--- config.mk ---
export PLATFORM = sky130hd
export DESIGN_NAME = zero_unpad
export DESIGN_NICKNAME = d
export VERILOG_FILES = /design/src/rtl/cnn_pkg.sv /design/src/rtl/raster_counter.sv /design/src/rtl/zero_unpad.sv
export SDC_FILE = /design/constraint.sdc
export NUM_CORES = 1
export LEC_CHECK = 0
export ABC_AREA = 0
export BUFFER_PORTS_ARGS = -buffer_cell sky130_fd_sc_hd__buf_2
export CAP_MARGIN = 10
export CORE_MARGIN = 2
export CORE_UTILIZATION = 48
export CTS_BUF_LIST = sky130_fd_sc_hd__clkbuf_4
export DETAILED_ROUTE_END_ITERATION = 10
export PLACE_DENSITY_LB_ADDON = 0.05
export RECOVER_POWER = 100
export SYNTH_ARGS = -nofsm -noshare
export SYNTH_HDL_FRONTEND = slang
export SYNTH_SLANG_ARGS = --single-unit
--- constraint.sdc ---
create_clock -name clk -period 3.97 [get_ports clk]
set_input_delay 0 -clock clk [delete_from_list [all_inputs] [get_ports clk]]
set_output_delay 0 -clock clk [all_outputs]
set_load 0.005 [all_outputs]
--- src/rtl/cnn_pkg.sv ---
// Shared CNN streaming definitions.
//   DataWidth : default element width for the pad/unpad blocks
//   psize()   : padded edge length for an unpadded edge length
//   cnt_width(): counter width for a 0..max-1 counter, never below 1 bit
package cnn_pkg;

  localparam int unsigned DataWidth = 32;

  function automatic int unsigned psize(input int unsigned size);
    return 2 * size - 1;
  endfunction

  function automatic int unsigned cnt_width(input int unsigned max);
    return (max > 1) ? $clog2(max) : 1;
  endfunction

endpackage

--- src/rtl/raster_counter.sv ---
// Row/column raster counter over a MAX x MAX grid.
//   clk   : clock, rising edge
//   reset : synchronous active-low reset
//   inc   : advance one position
//   row   : current row    (0..MAX-1)
//   col   : current column (0..MAX-1)
//   wrap  : high while inc is applied at the last position (MAX-1, MAX-1)
module raster_counter
  import cnn_pkg::*;
#(
  parameter int unsigned MAX = 9,
  localparam int unsigned CW = cnt_width(MAX)
) (
  input  logic          clk,
  input  logic          reset,
  input  logic          inc,
  output logic [CW-1:0] row,
  output logic [CW-1:0] col,
  output logic          wrap
);

  localparam logic [CW-1:0] LastIdx = CW'(MAX - 1);

  logic [CW-1:0] row_q, row_d;
  logic [CW-1:0] col_q, col_d;
  logic          col_end, row_end;

  assign col_end = (col_q == LastIdx);
  assign row_end = (row_q == LastIdx);

  always_comb begin
    row_d = row_q;
    col_d = col_q;
    if (inc) begin
      if (col_end) begin
        col_d = '0;
        row_d = row_end ? '0 : row_q + 1'b1;
      end else begin
        col_d = col_q + 1'b1;
      end
    end
  end

  always_ff @(posedge clk) begin
    if (!reset) begin
      row_q <= '0;
      col_q <= '0;
    end else begin
      row_q <= row_d;
      col_q <= col_d;
    end
  end

  assign row  = row_q;
  assign col  = col_q;
  assign wrap = inc && col_end && row_end;

endmodule

--- src/rtl/zero_unpad.sv ---
// Crops a padded PSIZE x PSIZE raster stream down to its top-left SIZE x SIZE window.
//   clk, reset           : clock and synchronous active-low reset
//   en                   : block enable; no input accepted while low
//   s_valid/s_data/s_ready : padded input stream
//   m_valid/m_data/m_ready : cropped output stream, m_last on element (SIZE-1, SIZE-1)
//   frame_done           : one-cycle pulse after the final padded element is consumed
//   pad_err              : sticky flag, a dropped element carried nonzero data
module zero_unpad
  import cnn_pkg::*;
#(
  parameter int unsigned SIZE = 5,
  parameter int unsigned DW   = DataWidth
) (
  input  logic          clk,
  input  logic          reset,
  input  logic          en,
  input  logic          s_valid,
  input  logic [DW-1:0] s_data,
  output logic          s_ready,
  output logic          m_valid,
  output logic [DW-1:0] m_data,
  input  logic          m_ready,
  output logic          m_last,
  output logic          frame_done,
  output logic          pad_err
);

  localparam int unsigned PSIZE = psize(SIZE);
  localparam int unsigned CW    = cnt_width(PSIZE);
  localparam logic [CW-1:0] SizeC = CW'(SIZE);
  localparam logic [CW-1:0] EdgeC = CW'(SIZE - 1);

  logic [CW-1:0] row, col;
  logic          wrap;
  logic          kept;
  logic          in_hs, keep_hs, drop_hs;

  logic          valid_q, valid_d;
  logic [DW-1:0] data_q, data_d;
  logic          last_q, last_d;
  logic          done_q, done_d;
  logic          perr_q, perr_d;

  assign kept = (row < SizeC) && (col < SizeC);

  // Dropped positions never touch the output register, so they need no backpressure.
  always_comb begin
    s_ready = 1'b0;
    if (reset && en) begin
      s_ready = kept ? (!valid_q || m_ready) : 1'b1;
    end
  end

  assign in_hs   = s_valid && s_ready;
  assign keep_hs = in_hs && kept;
  assign drop_hs = in_hs && !kept;

  raster_counter #(
    .MAX (PSIZE)
  ) u_counter (
    .clk   (clk),
    .reset (reset),
    .inc   (in_hs),
    .row   (row),
    .col   (col),
    .wrap  (wrap)
  );

  always_comb begin
    valid_d = valid_q;
    data_d  = data_q;
    last_d  = last_q;
    if (keep_hs) begin
      // Reload covers the same-cycle drain case without a bubble.
      valid_d = 1'b1;
      data_d  = s_data;
      last_d  = (row == EdgeC) && (col == EdgeC);
    end else if (valid_q && m_ready) begin
      valid_d = 1'b0;
    end
    done_d = wrap;
    perr_d = perr_q || (drop_hs && (s_data != '0));
  end

  always_ff @(posedge clk) begin
    if (!reset) begin
      valid_q <= 1'b0;
      data_q  <= '0;
      last_q  <= 1'b0;
      done_q  <= 1'b0;
      perr_q  <= 1'b0;
    end else begin
      valid_q <= valid_d;
      data_q  <= data_d;
      last_q  <= last_d;
      done_q  <= done_d;
      perr_q  <= perr_d;
    end
  end

  assign m_valid    = valid_q;
  assign m_data     = data_q;
  assign m_last     = last_q;
  assign frame_done = done_q;
  assign pad_err    = perr_q;

endmodule

## Word level (Yosys, flattened, before mapping)

Index checks and enable logic that the tools add are counted.

| word-level totals | value |
|---|---|
| bits in registers | 44 |
| input port bits | 37 |
| output and inout port bits | 37 |
| logic and storage cells | 38 |

| cells by class | value |
|---|---|
| $add $sub $neg | 2 |
| magnitude comparators | 2 |
| equal/unequal tests | 4 |
| multiplexer cells | 6 |
| reductions and logical operators | 17 |

Operator list:

| kind | number |
|---|---|
| $reduce_bool 32->1 | 1 |
| $logic_and 1x1->1 | 10 |
| $add 4x1->4 const B | 2 |
| $eq 4x3->1 const B | 2 |
| $eq 4x4->1 const B | 2 |
| $lt 4x3->1 const B | 2 |
| $mux 4 | 2 |
| $mux 1 | 4 |
| $logic_not 1->1 | 2 |
| $logic_or 1x1->1 | 2 |
| $reduce_and 2->1 | 1 |
| $reduce_bool 2->1 | 1 |

## Depth between registers and ports, before layout

Gate-level depths: netlist of the first run.

| depth | value |
|---|---|
| depth in word-level cells | 8 |
| depth in mapped cells | 8 |
| mapped depth without buffers | 6 |

## Cells and area by module

A second synthesis of the first run with hierarchy kept.

| second synthesis, totals | value |
|---|---|
| cell total of the unflattened synthesis | 228 |
| area, all modules | 1936.9 µm² |

By module, submodules not included:

| module | instances | cells an instance | area each (µm²) | sequential area each (µm²) |
|---|---|---|---|---|
| zero_unpad | 1 | 180 | 1515.2 | 720.7 |
| raster_counter | 1 | 48 | 421.7 | 160.2 |

## Least setup slack after synthesis of the first run

Ideal clock, no wire load.

| timing | value |
|---|---|
| path kind | register -> register |
| start point | reg u_counter.row_q[0], in the netlist u_counter.row[0] |
| end point | reg data_q[16], in the netlist m_data[16] |
| library setup time | 133 ps |
| data arrival time | 1425 ps |
| data required time | 3837 ps |
| slack | 2412 ps |
| cell stages (with the launch flop) | 9 |
| buffers on the path | 2 |
| period minus slack after synthesis | 1558 ps |
| cell sequence | dfxtp_1 > inv_1 > ha_1 > nand2b_2 > and3_1 > buf_2 > buf_4 > nand3_1 > a21oi_1 |

| on the way | value |
|---|---|
| cells in the longest elaborated chain, start to end | 6 |

Ends and longest elaborated chain:

| item | RTL line | RTL |
|---|---|---|
| start: declaration | raster_counter.sv:24 | `logic [CW-1:0] row_q, row_d;` |
| start signal: assignment | raster_counter.sv:49 | `row_q <= row_d;` |
| $lt 4x3->1 * | zero_unpad.sv:44 | `assign kept = (row < SizeC) && (col < SizeC);` |
| $logic_and 1x1->1 * | zero_unpad.sv:44 |  |
| $mux 1 | zero_unpad.sv:50 | `s_ready = kept ? (!valid_q \|\| m_ready) : 1'b1;` |
| $mux 1 | zero_unpad.sv:49 | `if (reset && en) begin` |
| $logic_and 1x1->1 | zero_unpad.sv:54 | `assign in_hs = s_valid && s_ready;` |
| $logic_and 1x1->1 * | zero_unpad.sv:55 | `assign keep_hs = in_hs && kept;` |
| end signal: assignment | zero_unpad.sv:94 | `data_q <= data_d;` |
| end: declaration | zero_unpad.sv:39 | `logic [DW-1:0] data_q, data_d;` |

Every way passes the cells marked *; elsewhere a longest branch is shown, timed or not.
A chain may end at the register's enable or synchronous reset.

## Final worst setup path of the first run

| timing | value |
|---|---|
| start point | reg u_counter.row_q[0], in the netlist u_counter.row[0] |
| end point | reg last_q, in the netlist m_last |

| on the way | value |
|---|---|
| cells in the longest elaborated chain, start to end | 6 |
| elaborated cells between the ends (all ways) | 8 |
| those cells by class | 1 x order compare; 1 x eq/ne; 2 x mux; 4 x reduce/logical |

Ends and longest elaborated chain:

| item | RTL line | RTL |
|---|---|---|
| $lt 4x3->1 | zero_unpad.sv:44 |  |
| $logic_and 1x1->1 | zero_unpad.sv:44 |  |
| $mux 1 | zero_unpad.sv:50 |  |
| $mux 1 | zero_unpad.sv:49 |  |
| $logic_and 1x1->1 | zero_unpad.sv:54 |  |
| $logic_and 1x1->1 | zero_unpad.sv:55 |  |
| end signal: assignment | zero_unpad.sv:95 | `last_q <= last_d;` |
| end: declaration | zero_unpad.sv:40 | `logic last_q, last_d;` |

Several ways; a longest one is shown, not always the timed one.

==> metrics.md, run 1 <==
| Metric | Value |
|---|---|
| Final GP Congestion | 0.779 |
| Worst skew pair latency | about 350 ps |
| Starting Density | ~50% |
| Top layer used by detailed routing | met4 |
| DP HPWL | about 3.4 mm |
| Layout cells sized above 1 | 18.0% |
| Post-synth cell types | 39 |
| Height of the die | slightly below 70 um |
| Syn Nets | 277 |
| Max Cap Viol | 1 |
| Least-Margin Pin Slew | ~1500 ps |
| Register share of total power | 58.9% |
| Critical R2R Capture | m_last |
| WS Path Type | register to register |
| Area growth, synth to finish | 34.6% |
| Clock H-tree levels | 2 |
| Initial DRC count | between 150 and 200 |
| Pins Over Slew Limit | 35 |
| Critical path data arrival time | about 2800 ps |
| Final Skew | about 5.4 ps |
| Register Area | slightly below 900 um2 |
| Final TNS setup | 0 ps |
| Worst R2R Start | u_counter.row[0] |
| Crit path time final | around 2500 ps |
| Crit end category | register |
| Critical path endpoint | m_last |
| PD cells | a little under 300 nW/um2 |
| First-pass GRT wire length | roughly 8.8 mm |
| Seq cells post-synth | 44 |
| Post-cts resize count | 0 |
| # setup viols final | 0 |
| Synth top area cells | dfxtp_1, a21oi_1, nand3_1, o21ai_0, ha_1 |
| M1 wire length | around 2.5 mm |
| DR DRC count | 0 |
| Root buf cell | clkbuf_4 |
| RSZ-0062 raised after global routing | false |
| DP Worst Slack | ~1700 ps |
| CTS tree | yes |
| Vias in the first global route | between 1500 and 2000 |
| TritonCTS Buffers | 5 |
| First-pass DRT Iterations | 4 |
| Hold crit path type | input pin to register |
| Fin crit share | a little over three fifths |
| Vias per cell | roughly 5.5 |
| Hold Vio Cnt, Final | 0 |
| CP Launch Type | register |
| Status | complete, but fails checks |
| Final setup margin | approximately 1500 ps |
| Worst-path fanout max | 34 |
| # diodes | 0 |
| Slew Limit Headroom | -1.03% |
| Final ANT Viol Nets | 0 |
| Die ar. | 4680 um2 |
| Antenna violations before repair | 0 |
| Largest net degree at the start of global routing | 38 |
| Critical Path Source | u_counter.row[0] |
| DR WL met2 | 2.69 mm |
| Met3 wire len | roughly 330 um |
| Core Util, Final | approximately two thirds |
| CTS Buffer Depth | 2 |
| Leakage Power | between 0.9 and 1 nW |
| Clk pwr share | ~28% |
| Cell Area, Synth | roughly 2000 um2 |
| Area of the multi-input gates | between 900 and 1000 um2 |
| Vias | between 2000 and 2500 |
| Peak supply drop | roughly 0.18 mV |
| Fin nets | around 380 |
| Leading area contributor after synthesis | dfxtp_1 |
| Rows | 23 |
| Net Sw Power | 198 uW |
| I/O pins | between 70 and 80 |
| Total GRT Usage | about 25% |
| Worst-path clk slew | about 120 ps |
| Cells on worst reg2reg path | 7 |
| Routed len/inst | 14.5 um |
| Syn Inst Count | about 240 |
| Internal | a little under 600 uW |
| Sequential element share of the synthesized area | roughly 44% |
| Syn Area/Cell | between 8 and 9 um2 |
| Final wirelength | around 5.6 mm |
| Comb pwr share | between 10% and 20% |
| Ys Warns | 0 |
| FMAX | roughly 0.4 GHz |
| Post-synth top area share | between 40% and 50% |
| Chip width | 68.4 um |
| Clock Sinks | 44 |
| Gr ovfl total | 0 |
| Internal reg-to-reg setup slack | about 1500 ps |
| Failing checks | max-capacitance violations, max-slew violations |
| Switching share of power | 25.4% |
| PortBufs | 73 |
| Core Area | around 4000 um2 |
| Fill cells | roughly 370 |
| CP required | about 4300 ps |
[routing by layer]
| metal | vias up | global-route usage [%] |
|---|---|---|
| met2 | 79 | 40.4 |
| met3 | 10 | 6.41 |
| li1 | 1051 | - |
| met1 | 971 | 33.5 |
| met5 | - | 0 |
| met4 | 0 | 6.25 |
[what timing repair did]
action / CTS / global route
hold endpoints to repair: 36 / 0
setup buffers: 0 / 0
hold buffers: 35 / 0
[sequential cells by signal (all words and copies together) (netlist names)]
signal and cells:
u_counter.col 4, m_data 32, u_counter.row 4, m_valid 1, m_last 1, pad_err 1, frame_done 1
[synth_stat cells]
cell / number
a21oi_1: 37
nand2_1: 10
ha_1: 5
o21ai_0: 33
a21o_1: 1
a211oi_1: 1
nor4b_2: 1
buf_2: 2
o211ai_1: 1
mux2i_1: 1
or3_1: 1
nor4_1: 8
or4_1: 1
buf_6: 3
dfxtp_1: 44
a31oi_4: 1
nand3_4: 1
nor2_1: 2
xnor2_1: 1
nor3_1: 3
nand3_1: 35
and4_1: 1
clkbuf_2: 3
nand4_1: 3
nor3_2: 1
o31ai_1: 2
o211ai_2: 1
o21ai_1: 3
buf_4: 5
nand2_2: 1
inv_1: 6
nand4b_1: 1
and2_1: 1
nand2b_2: 2
a21boi_0: 1
clkbuf_1: 7
nand2b_1: 1
and3_1: 2
a31oi_1: 2
[how the worst min path moves through the flow]
| stage | slack, ps | depth (start not counted) | end | startpoint |
|---|---|---|---|---|
| finish | 30 | 3 | pad_err | s_valid |
| global route | 40 | 3 | pad_err | s_valid |
| CTS | 20 | 3 | pad_err | s_valid |
| floorplan | 70 | 2 | s_ready | en |
| global placement | 270 | 3 | m_data[20] | s_data[20] |
| detailed placement | 270 | 3 | m_data[31] | s_data[31] |
[area by class of cell]
cell class                      instances  area share [%]
Inverter                                6           0.840
Tap cell                               50            2.33
Clock buffer                            6            1.68
Multi-Input combinational cell        165            35.2
Clock inverter                          1           0.187
Timing Repair Buffer                  111            26.8
Sequential cell                        44            32.9
[through the flow]
stage / power, mW / instances / cell area, um2 / hold WS (ps)
finish: 0.780 / 383 / 2680 / 30.5
global route: 0.813 / 383 / 2680 / 38.2
CTS: 0.782 / 382 / 2710 / 21.6
detailed placement: 0.547 / 340 / 2310 / 269
global placement: 0.547 / 340 / 2310 / 267
floorplan: 0.508 / 235 / 1990 / 74.1
[worst max-delay path, cell delays in order, from the launching register on]
cell and delay, ps:
dfxtp_1 350, inv_1 100, ha_1 200, nand2b_2 160
and3_1 150, clkbuf_1 1090, nand4_1 200, a21oi_1 180
[kinds of logic after synthesis]
family	after synthesis	synth area share, %
AO/OA/AOI/OAI	83	22.9
AND/OR/NAND/NOR	75	21.4
flip-flops	44	44.2
buffers and inverters	26	7.29
adder cells (fa/ha/maj)	5	3.14
XOR/XNOR	1	0.440
multiplexers	1	0.503
[power by group through the flow]
stage               combinational (mW)  sequential, mW  clock (mW)
global route                     0.117           0.461       0.234
floorplan                       0.0381           0.470           0
finish                           0.105           0.460       0.215
global placement                0.0779           0.469           0
CTS                              0.105           0.459       0.218
detailed placement              0.0783           0.469           0
[layout by cell type, fill, tap and decap left out, types with 2 or more instances in the layout]
| master | instances |
|---|---|
| dlygate4sd3_1 | 35 |
| a21oi_1 | 37 |
| and3_1 | 2 |
| o31ai_1 | 2 |
| o21ai_0 | 34 |
| clkbuf_4 | 6 |
| nand4_1 | 3 |
| clkbuf_1 | 29 |
| nand3_1 | 35 |
| buf_2 | 44 |
| nor3_1 | 4 |
| nor2_1 | 2 |
| ha_1 | 5 |
| dfxtp_1 | 44 |
| nand2_1 | 10 |
| a31oi_1 | 3 |
| o21ai_1 | 2 |
| nand2b_2 | 2 |
| inv_1 | 6 |
| nor4_1 | 8 |
No activity file was read; power rests on OpenSTA's default activity.
==> run 2, diff against run 1 <==
--- a/config.mk
+++ b/config.mk
@@ -5,11 +5,11 @@
 export SDC_FILE = /design/constraint.sdc
 export NUM_CORES = 1
 export LEC_CHECK = 0
-export ABC_AREA = 0
+export ABC_AREA = 1
 export BUFFER_PORTS_ARGS = -buffer_cell sky130_fd_sc_hd__buf_2
 export CAP_MARGIN = 10
 export CORE_MARGIN = 2
-export CORE_UTILIZATION = 48
+export CORE_UTILIZATION = 46
 export CTS_BUF_LIST = sky130_fd_sc_hd__clkbuf_4
 export DETAILED_ROUTE_END_ITERATION = 10
 export PLACE_DENSITY_LB_ADDON = 0.05
==> constraint.sdc (replaced) <==
create_clock -name clk -period 2.1 [get_ports clk]
set_input_delay 0 -clock clk [delete_from_list [all_inputs] [get_ports clk]]
set_output_delay 0 -clock clk [all_outputs]
set_load 0.005 [all_outputs]
==> run 2 against run 1 <==
  * The run now ends clean
  * Final area increased by 7.7%
  * Core utilization decreased by 1.2 points
  * Count of clock-buffer cells in the layout decreased by 1
  * First-iteration DRC count decreased by 40%
  * Clock skew increased by 4.9 ps
  * Critical path type unchanged
  * Highest routed layer unchanged
==> metrics.md, run 2 <==
| Metric | Value |
|---|---|
| Largest net degree at the start of global routing | between 60 and 70 |
| Crit end category | register |
| Register share of total power | between 50% and 60% |
| CTS Buffer Depth | 2 |
| First-pass DRT Iterations | 4 |
| Crit path time final | ~1700 ps |
| PD cells | 573 nW/um2 |
| Final ANT Viol Nets | 0 |
| Top-count cell post-synth | nor2_1 |
| Vias | about 2100 |
| Synth top cells by count | nor2_1, nand2_1, inv_1, dfxtp_1 |
| Worst-path clk slew | ~130 ps |
| Least-Margin Pin Slew | 358 ps |
| Internal | about 1.2 mW |
| Ys Warns | 0 |
| PortBufs | 73 |
| Pins Over Slew Limit | 0 |
| Placed cells | 448 |
| Post-synth top area share | 41.7% |
| CP Launch Type | register |
| Seq cells post-synth | 44 |
| Hold Vio Cnt, Final | 0 |
| Internal reg-to-reg setup slack | between 300 and 400 ps |
| Fin crit share | between 80% and 90% |
| Clk pwr share | 30.8% |
| Switching share of power | around a quarter |
| Commonest non-fill, non-tap cell in the layout | nor2_1 |
| Cell Area, Synth | approximately 2100 um2 |
| Synth async-reset ratio | 0% |
| Die ar. | 5150 um2 |
| Worst Hold Launch | en |
| Initial DRC count | 105 |
| Routed len/inst | 9.70 um |
| Critical R2R Capture | m_data[8] |
| Core Area | 4380 um2 |
| Post-synth cell types | 21 |
| Post-route insts no fill | about 500 |
| Height of the die | just over 70 um |
| Root buf cell | clkbuf_4 |
| DP Worst Slack | 451 ps |
| Fill cells | between 400 and 500 |
| Vias in the first global route | roughly 1800 |
| DR DRC count | 0 |
| Final setup margin | about 370 ps |
| Chip width | 71.8 um |
| Hold crit path type | input pin to register |
| First-pass GRT wire length | 7.66 mm |
| Worst-path fanout max | between 60 and 70 |
| Worst skew pair latency | ~360 ps |
| Status | complete, no violations |
| Cells on worst reg2reg path | 10 |
| Tot Pwr | roughly 1.7 mW |
| Fin nets | between 400 and 500 |
| Synth top area cells | dfxtp_1, nor2_1, nand2_1, inv_1, ha_1 |
| CTS tree | yes |
| Slew Limit Headroom | about three quarters |
| TritonCTS Buffers | 5 |
| Comb pwr share | approximately 15% |
| Hold slack | around 37 ps |
| Leakage Power | 1.55 nW |
| Layout cells sized above 1 | between 10% and 20% |
| Hold Path Depth | 5 |
| Final wirelength | approximately 4.8 mm |
| Syn Nets | 375 |
| Clock Sinks | 44 |
| Net Sw Power | between 400 and 500 uW |
| Critical path data arrival time | approximately 2000 ps |
| Clock H-tree levels | 2 |
| FMAX | 0.578 GHz |
| WS Path Type | register to register |
| Sequential element share of the synthesized area | 41.7% |
| DP HPWL | between 3 and 4 mm |
| Rows | 24 |
| RSZ-0062 raised after global routing | false |
| Number of buffers added for setup after CTS | 0 |
| Syn Area/Cell | 6.35 um2 |
| Max Cap Viol | 0 |
| Hold Crit Endpoint | pad_err |
| Top_reg_cell synth | dfxtp_1 |
| Syn Inst Count | 333 |
| CP required | around 2400 ps |
| Post-synth EDFFs | 0 |
| Commonest cells after routing, fill and taps aside | nor2_1, nand2_1, buf_2 |
| Area growth, synth to finish | 36.6% |
| Antenna violations before repair | 0 |
| # diodes | 0 |
| Final TNS setup | 0 ps |
| Worst R2R Start | u_counter.col[0] |
| # setup viols final | 0 |
| Final Skew | 10.3 ps |
| Peak supply drop | 0.350 mV |
| Starting Density | slightly below 50% |
| Leading area contributor after synthesis | dfxtp_1 |
| Vias per cell | around 4.3 |
| Total GRT Usage | a little under a fifth |
| Gr ovfl total | 0 |
| Max reg flops | 32 |
| I/O pins | 74 |
| Final GP Congestion | 0.826 |
## run 2: cell types whose count changed after synthesis, moves of 5 or more
cell     delta
buf_4       -5
nor4_1      -8
inv_1      +42
a21oi_1    -31
nand3_1    -29
nand2_1    +81
o21ai_0    -30
nor2_1     +99
## run 2: repair_timing
action	4_1_cts	5_1_grt
resized for setup	0	0
endpoints found under the hold margin	35	0
hold buffers	35	0
## run 2: worst max-delay path by stage
stage | start | to | slack (ps) | cells after the start
2_1_floorplan | u_counter.col[0] | u_counter.row[0] | 650 | 9
3_3_place_gp | u_counter.col[0] | m_data[10] | 490 | 10
3_5_place_dp | u_counter.col[0] | m_data[8] | 450 | 10
4_1_cts | u_counter.col[0] | m_data[8] | 430 | 10
5_1_grt | u_counter.row[0] | m_data[25] | 160 | 11
6_report | u_counter.col[0] | m_data[8] | 370 | 10
## run 2: logic make-up after synthesis
| family | count (synthesis) | synth area share [%] |
|---|---|---|
| compound gates | 10 | 2.49 |
| flops | 44 | 41.7 |
| simple gates | 209 | 39.2 |
| xor+xnor | 2 | 0.829 |
| fa+ha+maj | 5 | 2.96 |
| buf+inv | 63 | 12.8 |
## run 2: metrics by stage
stage	utilization, %	area, um2
floorplan	-	2110
global placement	56.8	2490
detailed placement	56.8	2490
CTS	66.5	2920
global route	65.8	2890
finish	65.8	2890
## run 2: worst max-delay path, cell delays in order, from the launching register on
cell	delay, ps
dfxtp_1	430
inv_1	90
ha_1	190
nand3b_1	160
nand2_1	110
clkinv_1	60
nand4_1	110
buf_12	280
nand2_1	90
nand2_1	70
nor2_1	40
## run 2: cell type report
| class | instances | area (um2) | area share [%] |
|---|---|---|---|
| clock buffers | 5 | 37.5 | 1.30 |
| clock inverters | 3 | 37.5 | 1.30 |
| inverters | 51 | 191 | 6.63 |
| multi-input cells | 226 | 950 | 32.9 |
| flip-flops and latches | 44 | 881 | 30.5 |
| well taps | 52 | 65.1 | 2.25 |
| repair buffers | 110 | 724 | 25.1 |
## run 2: routing by layer
metal	part of all wire [%]	up-vias	global-route usage, %
li1	-	1188	-
met5	0	-	0
met3	5.9	6	5.63
met1	47	886	22.8
met2	46	47	31.3
met4	1.4	0	6.92
## run 2: power groups by stage
stage | registers [mW] | logic, mW | clock network [mW]
CTS | 0.890 | 0.262 | 0.535
finish | 0.890 | 0.254 | 0.510
floorplan | 0.912 | 0.114 | 0
global route | 0.895 | 0.291 | 0.557
detailed placement | 0.909 | 0.211 | 0
global placement | 0.908 | 0.209 | 0
